--- src/rtl/dp_exec_sequencer.sv ---
// dp_exec_sequencer: five-state controller (IDLE/READ/SHIFT/EXEC/WB) for one data-processing
// command around an external ALU and shifter. Conditional execution is built when DP_COND_EXEC_EN is defined.
module dp_exec_sequencer #(
   parameter int DW  = 32,
   parameter int RAW = 4
) (
   input  logic           clk,
   input  logic           rst_n,
   input  logic           cmd_valid,
   output logic           cmd_ready,
   input  logic [3:0]     cmd_op,
   input  logic [RAW-1:0] cmd_rd,
   input  logic [RAW-1:0] cmd_rn,
   input  logic [RAW-1:0] cmd_rm,
   input  logic [11:0]    cmd_i,
   input  logic [1:0]     cmd_am,
   input  logic           cmd_s,
   input  logic           cmd_wb,
   output logic [RAW-1:0] rf_ra,
   output logic [RAW-1:0] rf_rb,
   input  logic [DW-1:0]  rf_rdata_a,
   input  logic [DW-1:0]  rf_rdata_b,
   output logic           rf_we,
   output logic [RAW-1:0] rf_wa,
   output logic [DW-1:0]  rf_wd,
   output logic [3:0]     alu_op,
   output logic [DW-1:0]  alu_a,
   output logic [DW-1:0]  alu_b,
   output logic           alu_cin,
   input  logic [DW-1:0]  alu_out,
   input  logic           alu_z,
   input  logic           alu_n,
   input  logic           alu_c,
   input  logic           alu_v,
   output logic [DW-1:0]  sh_rm,
   output logic [11:0]    sh_i,
   output logic [1:0]     sh_am,
   input  logic [DW-1:0]  sh_n,
   output logic           done,
   output logic           res_err,
`ifdef DP_COND_EXEC_EN
   input  logic [3:0]     cmd_cond,
   output logic           res_skip,
`endif
   output logic [3:0]     flags
);

   typedef enum logic [2:0] {S_IDLE, S_READ, S_SHIFT, S_EXEC, S_WB} state_t;

   state_t          state_q, state_d;
   logic [3:0]      flags_q, flags_d;
   logic [3:0]      op_q;
   logic [RAW-1:0]  rd_q, rn_q, rm_q;
   logic [11:0]     i_q;
   logic [1:0]      am_q;
   logic            s_q, wb_q, err_q;
   logic [DW-1:0]   opa_q, opb_q, op2_q, res_q;
   logic [3:0]      aflags_q;
   logic            skip;

`ifdef DP_COND_EXEC_EN
   logic skip_q;

   // ARM condition codes over {N,Z,C,V}; 1111 never passes.
   function automatic logic cond_pass(input logic [3:0] c, input logic [3:0] f);
      logic n, z, cc, v;
      {n, z, cc, v} = f;
      case (c)
         4'd0:    cond_pass = z;
         4'd1:    cond_pass = ~z;
         4'd2:    cond_pass = cc;
         4'd3:    cond_pass = ~cc;
         4'd4:    cond_pass = n;
         4'd5:    cond_pass = ~n;
         4'd6:    cond_pass = v;
         4'd7:    cond_pass = ~v;
         4'd8:    cond_pass = cc & ~z;
         4'd9:    cond_pass = ~cc | z;
         4'd10:   cond_pass = (n == v);
         4'd11:   cond_pass = (n != v);
         4'd12:   cond_pass = ~z & (n == v);
         4'd13:   cond_pass = z | (n != v);
         4'd14:   cond_pass = 1'b1;
         default: cond_pass = 1'b0;
      endcase
   endfunction

   assign skip     = skip_q;
   assign res_skip = (state_q == S_WB) & skip_q;
`else
   assign skip = 1'b0;
`endif

   always_ff @(posedge clk or negedge rst_n) begin
      if (!rst_n) begin
         state_q <= S_IDLE;
         flags_q <= 4'b0000;
      end else begin
         state_q <= state_d;
         flags_q <= flags_d;
      end
   end

   always_comb begin
      state_d   = state_q;
      flags_d   = flags_q;
      cmd_ready = 1'b0;
      rf_we     = 1'b0;
      done      = 1'b0;
      res_err   = 1'b0;
      case (state_q)
         S_IDLE: begin
            cmd_ready = 1'b1;
            if (cmd_valid) state_d = S_READ;
         end
         S_READ:  state_d = S_SHIFT;
         S_SHIFT: state_d = S_EXEC;
         S_EXEC:  state_d = S_WB;
         S_WB: begin
            state_d = S_IDLE;
            done    = 1'b1;
            res_err = err_q;
            rf_we   = wb_q & ~err_q & ~skip;
            // Logical/transfer ops keep C and V; arithmetic ops take all four.
            if (s_q & ~err_q & ~skip)
               flags_d = (op_q <= 4'd5) ? aflags_q : {aflags_q[3:2], flags_q[1:0]};
         end
         default: state_d = S_IDLE;
      endcase
   end

   always_ff @(posedge clk or negedge rst_n) begin
      if (!rst_n) begin
         op_q     <= '0;
         rd_q     <= '0;
         rn_q     <= '0;
         rm_q     <= '0;
         i_q      <= '0;
         am_q     <= '0;
         s_q      <= 1'b0;
         wb_q     <= 1'b0;
         err_q    <= 1'b0;
         opa_q    <= '0;
         opb_q    <= '0;
         op2_q    <= '0;
         res_q    <= '0;
         aflags_q <= '0;
`ifdef DP_COND_EXEC_EN
         skip_q   <= 1'b0;
`endif
      end else begin
         if (state_q == S_IDLE && cmd_valid) begin
            op_q  <= cmd_op;
            rd_q  <= cmd_rd;
            rn_q  <= cmd_rn;
            rm_q  <= cmd_rm;
            i_q   <= cmd_i;
            am_q  <= cmd_am;
            s_q   <= cmd_s;
            wb_q  <= cmd_wb;
            err_q <= (cmd_op > 4'd12);
`ifdef DP_COND_EXEC_EN
            skip_q <= ~cond_pass(cmd_cond, flags_q);
`endif
         end
         if (state_q == S_READ) begin
            opa_q <= rf_rdata_a;
            opb_q <= rf_rdata_b;
         end
         if (state_q == S_SHIFT) op2_q <= sh_n;
         if (state_q == S_EXEC) begin
            res_q    <= alu_out;
            aflags_q <= {alu_n, alu_z, alu_c, alu_v};
         end
      end
   end

   // Datapath drives come straight from captured registers, so they hold between uses.
   assign rf_ra   = rn_q;
   assign rf_rb   = rm_q;
   assign rf_wa   = rd_q;
   assign rf_wd   = res_q;
   assign sh_rm   = opb_q;
   assign sh_i    = i_q;
   assign sh_am   = am_q;
   assign alu_op  = op_q;
   assign alu_a   = opa_q;
   assign alu_b   = op2_q;
   assign alu_cin = flags_q[1];
   assign flags   = flags_q;

endmodule

--- config.mk ---
export PLATFORM = sky130hd
export DESIGN_NAME = dp_exec_sequencer
export DESIGN_NICKNAME = d
export VERILOG_FILES = /design/src/rtl/dp_exec_sequencer.sv
export SDC_FILE = /design/constraint.sdc
export NUM_CORES = 1
export LEC_CHECK = 0
export BUFFER_PORTS_ARGS = -buffer_cell sky130_fd_sc_hd__buf_2
export CORE_AREA = 2 2 128 130
export CTS_CLUSTER_DIAMETER = 150
export DETAILED_ROUTE_END_ITERATION = 6
export DIE_AREA = 0 0 130 132
export MAX_ROUTING_LAYER = met4
export PLACE_DENSITY_LB_ADDON = 0.05
export SLEW_MARGIN = 20
export SYNTH_ARGS = -nofsm -noshare
export SYNTH_HDL_FRONTEND = slang
export SYNTH_SLANG_ARGS = --single-unit
export TNS_END_PERCENT = 1
--- constraint.sdc ---
create_clock -name clk -period 3.58 [get_ports clk]
set_input_delay 0.716 -clock clk [delete_from_list [all_inputs] [get_ports clk]]
set_output_delay 0.716 -clock clk [all_outputs]
set_load 0.05 [all_outputs]
# ---- Yosys cells after proc, flatten, opt, wreduce, memory -nomap -nowiden
# Index checks and enable logic that the tools add are counted.
dict set report op_classes {
  magnitude_cmp 2
  eq_ne 5
  mux 6
  bitwise 3
  reduce_logical 4
}
# op n
set ops {}
lappend ops {{3-bit case mux with 4 select lines} 1}
lappend ops {{3-bit by 2-bit equality test with 1-bit output, second input constant} 2}
lappend ops {{4-bit greater-than comparator, second input constant} 1}
lappend ops {{4-bit by 3-bit less-or-equal comparator with 1-bit output, second input constant} 1}
lappend ops {{1-bit two-way mux} 4}
lappend ops {{3-bit by 1-bit equality test with 1-bit output, second input constant} 1}
lappend ops {{3-bit equality test, second input constant} 1}
lappend ops {{3-bit logical NOT} 1}
lappend ops {{3-bit two-way mux} 1}
lappend ops {{3-bit AND reduction} 1}
lappend ops {{1-bit AND} 2}
lappend ops {{2-bit inequality test, second input constant} 1}
lappend ops {{2-bit AND reduction} 1}
lappend ops {{1-bit logical AND} 1}
lappend ops {{1-bit NOT} 1}
dict set report word_totals {
  ff_bits 172
  in_bits 167
  output_inout_bits 167
  elab_cells 37
}

# ---- Depth between registers and ports, before layout
# Gate-level depths: netlist (run 1).
dict set report logic_depth {
  word_depth 3
  ltp_mapped 6
  ltp_nobuf 3
}

# ---- Worst setup path after synthesis (run 1)
# Ideal clock, no wire load.
dict set report synth_path {
  kind {register to output}
  from {register state_q[1]}
  to {output res_err}
  t_arrival_ps 2273
  slack_ps 591
  stages_incl_launch_ff 4
  path_buffers 1
  cell_sequence {dfrtp_1 buf_4 nor3b_1 and2_1}
}
dict set report synth_via {
  elab_chain_len 2
}
# item line_no
set synth_lines {}
lappend synth_lines {{start: declaration} 50} ;# state_t state_q, state_d;
lappend synth_lines {{start signal: assignment} 99} ;# state_q <= state_d;
lappend synth_lines {{3-bit equality test} 111} ;# case (state_q)
lappend synth_lines {{1-bit two-way mux} 111}
lappend synth_lines {{end: declaration} 40} ;# output logic res_err,
# No other way between the ends.

# ---- Worst setup path after layout (run 1)
dict set report layout_path {
  from {register state_q[0]}
  to {output rf_we}
}
dict set report layout_via {
  elab_chain_len 2
}
# item line_no
set layout_lines {}
lappend layout_lines {{3-bit equality test} 111}
lappend layout_lines {{1-bit two-way mux} 111}
lappend layout_lines {{end: declaration} 23} ;# output logic rf_we,
# No other way between the ends.

==> results of run 1 <==
-- per-stage QoR --
stage	setup slack, ps	area, um^2	util (%)	cells
6_report	1110	9060	57.7	949
5_1_grt	1000	9060	57.7	949
4_1_cts	1070	9050	57.6	945
3_5_place_dp	1480	8470	53.9	914
3_3_place_gp	1550	8470	53.9	914
2_1_floorplan	591	6740	-	382
-- critical path: stages (launching register included) --
cell and delay, ps:
dfrtp_1 530, nor4b_4 360, and2_1 170, buf_2 270
-- area by class of cell --
cell class | count | area share (%)
diodes | 4 | 0.110
well taps | 216 | 2.98
repair buffers | 338 | 19.0
clock buffers | 23 | 5.49
multi-input cells | 186 | 23.9
flip-flops and latches | 172 | 47.5
clock inverters | 8 | 0.925
inverters | 2 | 0.0828
-- kinds of logic (layout without fill, tap and decap cells) --
kind of cell              Yosys count  after routing  share of synthesized area [%]
DFF                               172            172                           63.9
muxes                             169            169                           29.8
buffers and inverters              24            371                           4.08
and+or+nand+nor                    14             14                           1.91
AOI/OAI and AO/OA                   2              2                          0.186
xor gates and xnor gates            1              1                          0.130
other                               0              4                              0
-- state kept, by name, indices dropped and copies added, names as in the netlist, 12 cells and up --
name   count
alu_a     32
alu_b     32
rf_wd     32
sh_i      12
sh_rm     32
-- final timing paths --
| check | endpoint | slack [ps] | depth (start not counted) |
|---|---|---|---|
| worst min register to register | alu_a[29] | 500 | 1 |
| worst max register to register | alu_a[3] | 1470 | 3 |
| worst min-delay path | alu_b[0] | 290 | 1 |
| max in group asynchronous | alu_b[15] | 2390 | 2 |
| min in group clk | alu_a[29] | 500 | 1 |
| worst max-delay path | rf_we | 1110 | 3 |
-- Yosys cell counts --
master | n | area share (%)
dfrtp_1 | 172 | 64
mux2_2 | 139 | 23
mux2_4 | 29 | 6.5
buf_6 | 14 | 2.3
buf_12 | 4 | 1.2
buf_4 | 4 | 0.45
and2_1 | 2 | 0.19
inv_1 | 2 | 0.11
nor2_1 | 2 | 0.11
a21oi_1 | 1 | 0.074
and2_4 | 1 | 0.13
mux2i_1 | 1 | 0.15
nand2_1 | 1 | 0.056
nand3_1 | 1 | 0.074
nand3b_1 | 1 | 0.11
nor3_1 | 1 | 0.074
nor3_4 | 1 | 0.24
nor3b_1 | 1 | 0.11
nor3b_2 | 1 | 0.19
nor3b_4 | 1 | 0.28
nor4b_4 | 1 | 0.35
o211ai_1 | 1 | 0.11
xnor2_1 | 1 | 0.13
-- layout by cell type, fill, tap and decap left out, types with 3 or more instances in the layout --
master,count
clkbuf_16,17
diode_2,4
mux2_2,139
clkbuf_8,5
dfrtp_1,172
buf_2,332
mux2_4,29
buf_4,4
clkinvlp_4,3
-- per-layer routing --
layer / track usage (%) / vias up / routed length [um]
met3: 6.17 / 31 / 1290
li1: - / 2027 / -
met5: - / - / 0
met1: 21.7 / 2131 / 6090
met4: 8.60 / 0 / 420
met2: 31.5 / 201 / 8100
==> flow_summary.yaml, run 1 <==
place:
  dpl.hpwl_um: 11800
  numPortBuffers: 333
  place.gp.congestion: 0.803
clock_network:
  tritoncts: "yes"
  path_clk_slew_ps: 60
  clkLatencyLatePin_ps: 410
  cts_resized: 0
  numCtsBuffers: 17
  clockBufferDepth: 2
  cts-root-buf: "clkbuf_16"
  htree_levels: 4
  cts_setup_buffers: 0
  cts_hold_buf: 0
  clock-sinks: 172
routing:
  drc: 0
  viasPerCell: 4.63
  drt_iter0_markers: 170
  avgRoutedWirePerCell_um: 16.7
  dr_total_vias: 4390
  ant_nets: 0
  drt_first_pass_iters: 4
  drt-total-wl_um: 15900
sta:
  slew_headroom_pct: 44.7
  hold_viol_final: 0
  setup_viol: 0
  max_slew.worst_pin.slew_ps: 829
  rsz0062_at_grt: "false"
  tns_ps: 0
  fin_crit_ps: 2470
  clock.fmax_mhz: 405
  fin_crit_sh_pct: 69.0
  skew_ps: 5.15
  maxSlewViolCount: 0
  worst_hold_slack_ps: 293
die:
  ioPinCount: 334
  dieArea_mm2: 0.0172
  die_w_um: 130
  rows: 46
  core-area_mm2: 0.0157
  die_y_um: 132
  initial_core_util_pct: 42.9
synth:
  ys_warn_count: 0
  syn_inst: 382
  avgSynthCellArea_um2: 17.6
  netlist-cell-type-count: 23
  syn-cell-area_mm2: 0.00674
  yosys_register_bits: 172
  synth_fp_nets: 549
  synth-seq-area-share_pct: 63.9
layout:
  area_growth_pct: 34.5
  drive_gt1_share_pct: 74.2
  fill_cells: 1344
  final-seq-area_mm2: 0.00430
  nets: 884
  multi_input_area_mm2: 0.00217
worst_hold_path:
  hold_class: "input pin to asynchronous set/reset pin"
worst_setup_path:
  startpoint: "state_q[0]"
  crit_fanout: 8
  setup.worst_path.end_class: "output port"
  cp.arrival_ps: 1750
  crit_type: "flip-flop to output port"
  startpoint_type: "flip-flop"
  worstPathRequired_ps: 2860
  r2r-start: "state_q[0]"
status:
  status: "finished, final reports clean"
global_routing:
  grt_pass1_vias: 4479
  grt_usage_pct: 19.4
  grt_pass1_wl_um: 24400
  grt_max_degree: 78
  antenna_found_initial: 4
  grt-ovfl-total: 0
flow_run:
  drv_cap: 0
Power of run 1 is left out: the tool's default activity adds up to more than one toggle a clock period on the data nets, which glitch-free logic cannot reach.
==> run 2: changes to the inputs <==
Settings changed: CORE_AREA 2 2 128 130 to not set, CORE_ASPECT_RATIO set to 1.25, CORE_MARGIN set to 2, CORE_UTILIZATION set to 41, DIE_AREA 0 0 130 132 to not set.
Clock period 3.58 ns to 2 ns, I/O delays scaled along.
==> run 2 against run 1 <==
  * Wire length increased by 0.80%
  * Count of clock-buffer cells in the layout decreased by 1
  * Utilization decreased by 0.12 points
  * Die area increased by 1.9%
  * First-iteration DRC count decreased by 19%
  * Largest cell class unchanged
==> flow_summary.yaml, run 2 (synthesis gave the netlist of run 1 again) <==
routing:
  drt_first_pass_iters: 4
  drc: 0
  drt-total-wl_um: 16000
  viasPerCell: 4.57
  ant_nets: 0
  dr_total_vias: 4363
  avgRoutedWirePerCell_um: 16.8
  drt_iter0_markers: 137
global_routing:
  grt_pass1_vias: 4582
  grt_usage_pct: 19.1
  antenna_found_initial: 1
  grt_max_degree: 65
  grt_pass1_wl_um: 25100
  grt-ovfl-total: 0
place:
  numPortBuffers: 333
  place.gp.congestion: 0.771
  place_inst: 918
  dpl.hpwl_um: 12100
worst_setup_path:
  worstRegToRegCells: 5
  cp.arrival_ps: 1560
  critical_path.endpoint: "rf_we"
  worstReg2RegEnd: "sh_i[11]"
  setup.worst_path.end_class: "output port"
  startpoint: "state_q[1]"
  worstPathRequired_ps: 1600
  startpoint_type: "flip-flop"
  r2r-start: "state_q[0]"
  crit_fanout: 6
  r2r_slack_ps: 250
  crit_type: "flip-flop to output port"
clock_network:
  clock-sinks: 172
  clkLatencyLatePin_ps: 420
  numCtsBuffers: 17
  clockBufferDepth: 2
  cts-root-buf: "clkbuf_16"
  htree_levels: 4
  path_clk_slew_ps: 70
  tritoncts: "yes"
sta:
  skew_ps: 6.87
  slew_headroom_pct: 65.2
  maxSlewViolCount: 0
  fin_crit_ps: 1960
  rsz0062_at_grt: "true"
  hold_viol_final: 0
  max_slew.worst_pin.slew_ps: 523
  fin_crit_sh_pct: 98.1
  setup_viol: 0
  clock.fmax_mhz: 510
die:
  rows: 52
  die_w_um: 119
  core-area_mm2: 0.0161
  dieArea_mm2: 0.0175
  ioPinCount: 334
  die_y_um: 147
  initial_core_util_pct: 41.8
layout:
  instances_no_fill: 955
  drive_gt1_share_pct: 75.1
  multi_input_area_mm2: 0.00218
  fill_cells: 1345
  final-seq-area_mm2: 0.00431
  final_cell_mix: "330 x buf_2, 169 x dfrtp_1, 139 x mux2_2"
  utilization_pct: 57.6
  nets: 893
  final_common_cell: "buf_2"
  area_growth_pct: 37.8
status:
  status: "finished, final reports clean"
flow_run:
  drv_cap: 0
worst_hold_path:
  hold_class: "input pin to flip-flop"
run 2: cell count changes in the layout (fill, tap and decap cells not counted), sizes merged:
cell	previous run	this run
clkinvlp	3	1
buf	338	345
bufinv	1	4
dlygate4sd3	0	1
diode	4	1
run 2: cell type report:
class | instances | area share, %
clock buffers | 22 | 5.21
repair buffers | 347 | 20.2
diodes | 1 | 0.0269
inverters | 2 | 0.0808
well taps | 216 | 2.91
flip-flops and latches | 172 | 46.4
multi-input cells | 186 | 23.5
clock inverters | 9 | 1.71
run 2: layer usage:
layer | GRT usage (%) | share of wire [%]
met1 | 21.5 | 38
met4 | 7.56 | 2.5
met3 | 5.55 | 7.3
met5 | - | 0
met2 | 32.2 | 52
run 2: worst min path at each step:
stage                      startpoint     endpoint  slack (ps)  cells past startpoint
after floorplan                 rst_n  aflags_q[0]         100                      0
after global placement          rst_n    sh_rm[12]         390                      1
after detailed placement        rst_n    sh_rm[12]         400                      1
after CTS                    cmd_i[3]      sh_i[3]         180                      2
after global routing         cmd_i[3]      sh_i[3]         190                      2
final                     alu_out[10]    rf_wd[10]         200                      2
run 2: through the flow:
step                instance area [um^2]  hold slack [ps]  TNS [ps]  worst slack [ps]
global route                        9290              185     -31.7             -31.7
finish                              9290              205         0              38.7
CTS                                 9270              182         0             0.291
floorplan                           6750              104         0              69.4
detailed placement                  8590              404         0               185
global placement                    8590              392         0               245
run 2: what timing repair did:
action | CTS | global route
pin swaps | 0 | 1
hold endpoints to repair | 49 | 0
resized for setup | 5 | 2
endpoints found under the setup margin | 3 | 2
hold buffers | 1 | 0
buffers inserted | 3 | 1
run 2: worst max-delay path, stage by stage, from the launching register on:
cell and delay [ps]:
dfrtp_2 470, nor4b_4 330, and2_4 190, buf_6 150
Power of run 2 is left out for the same reason.
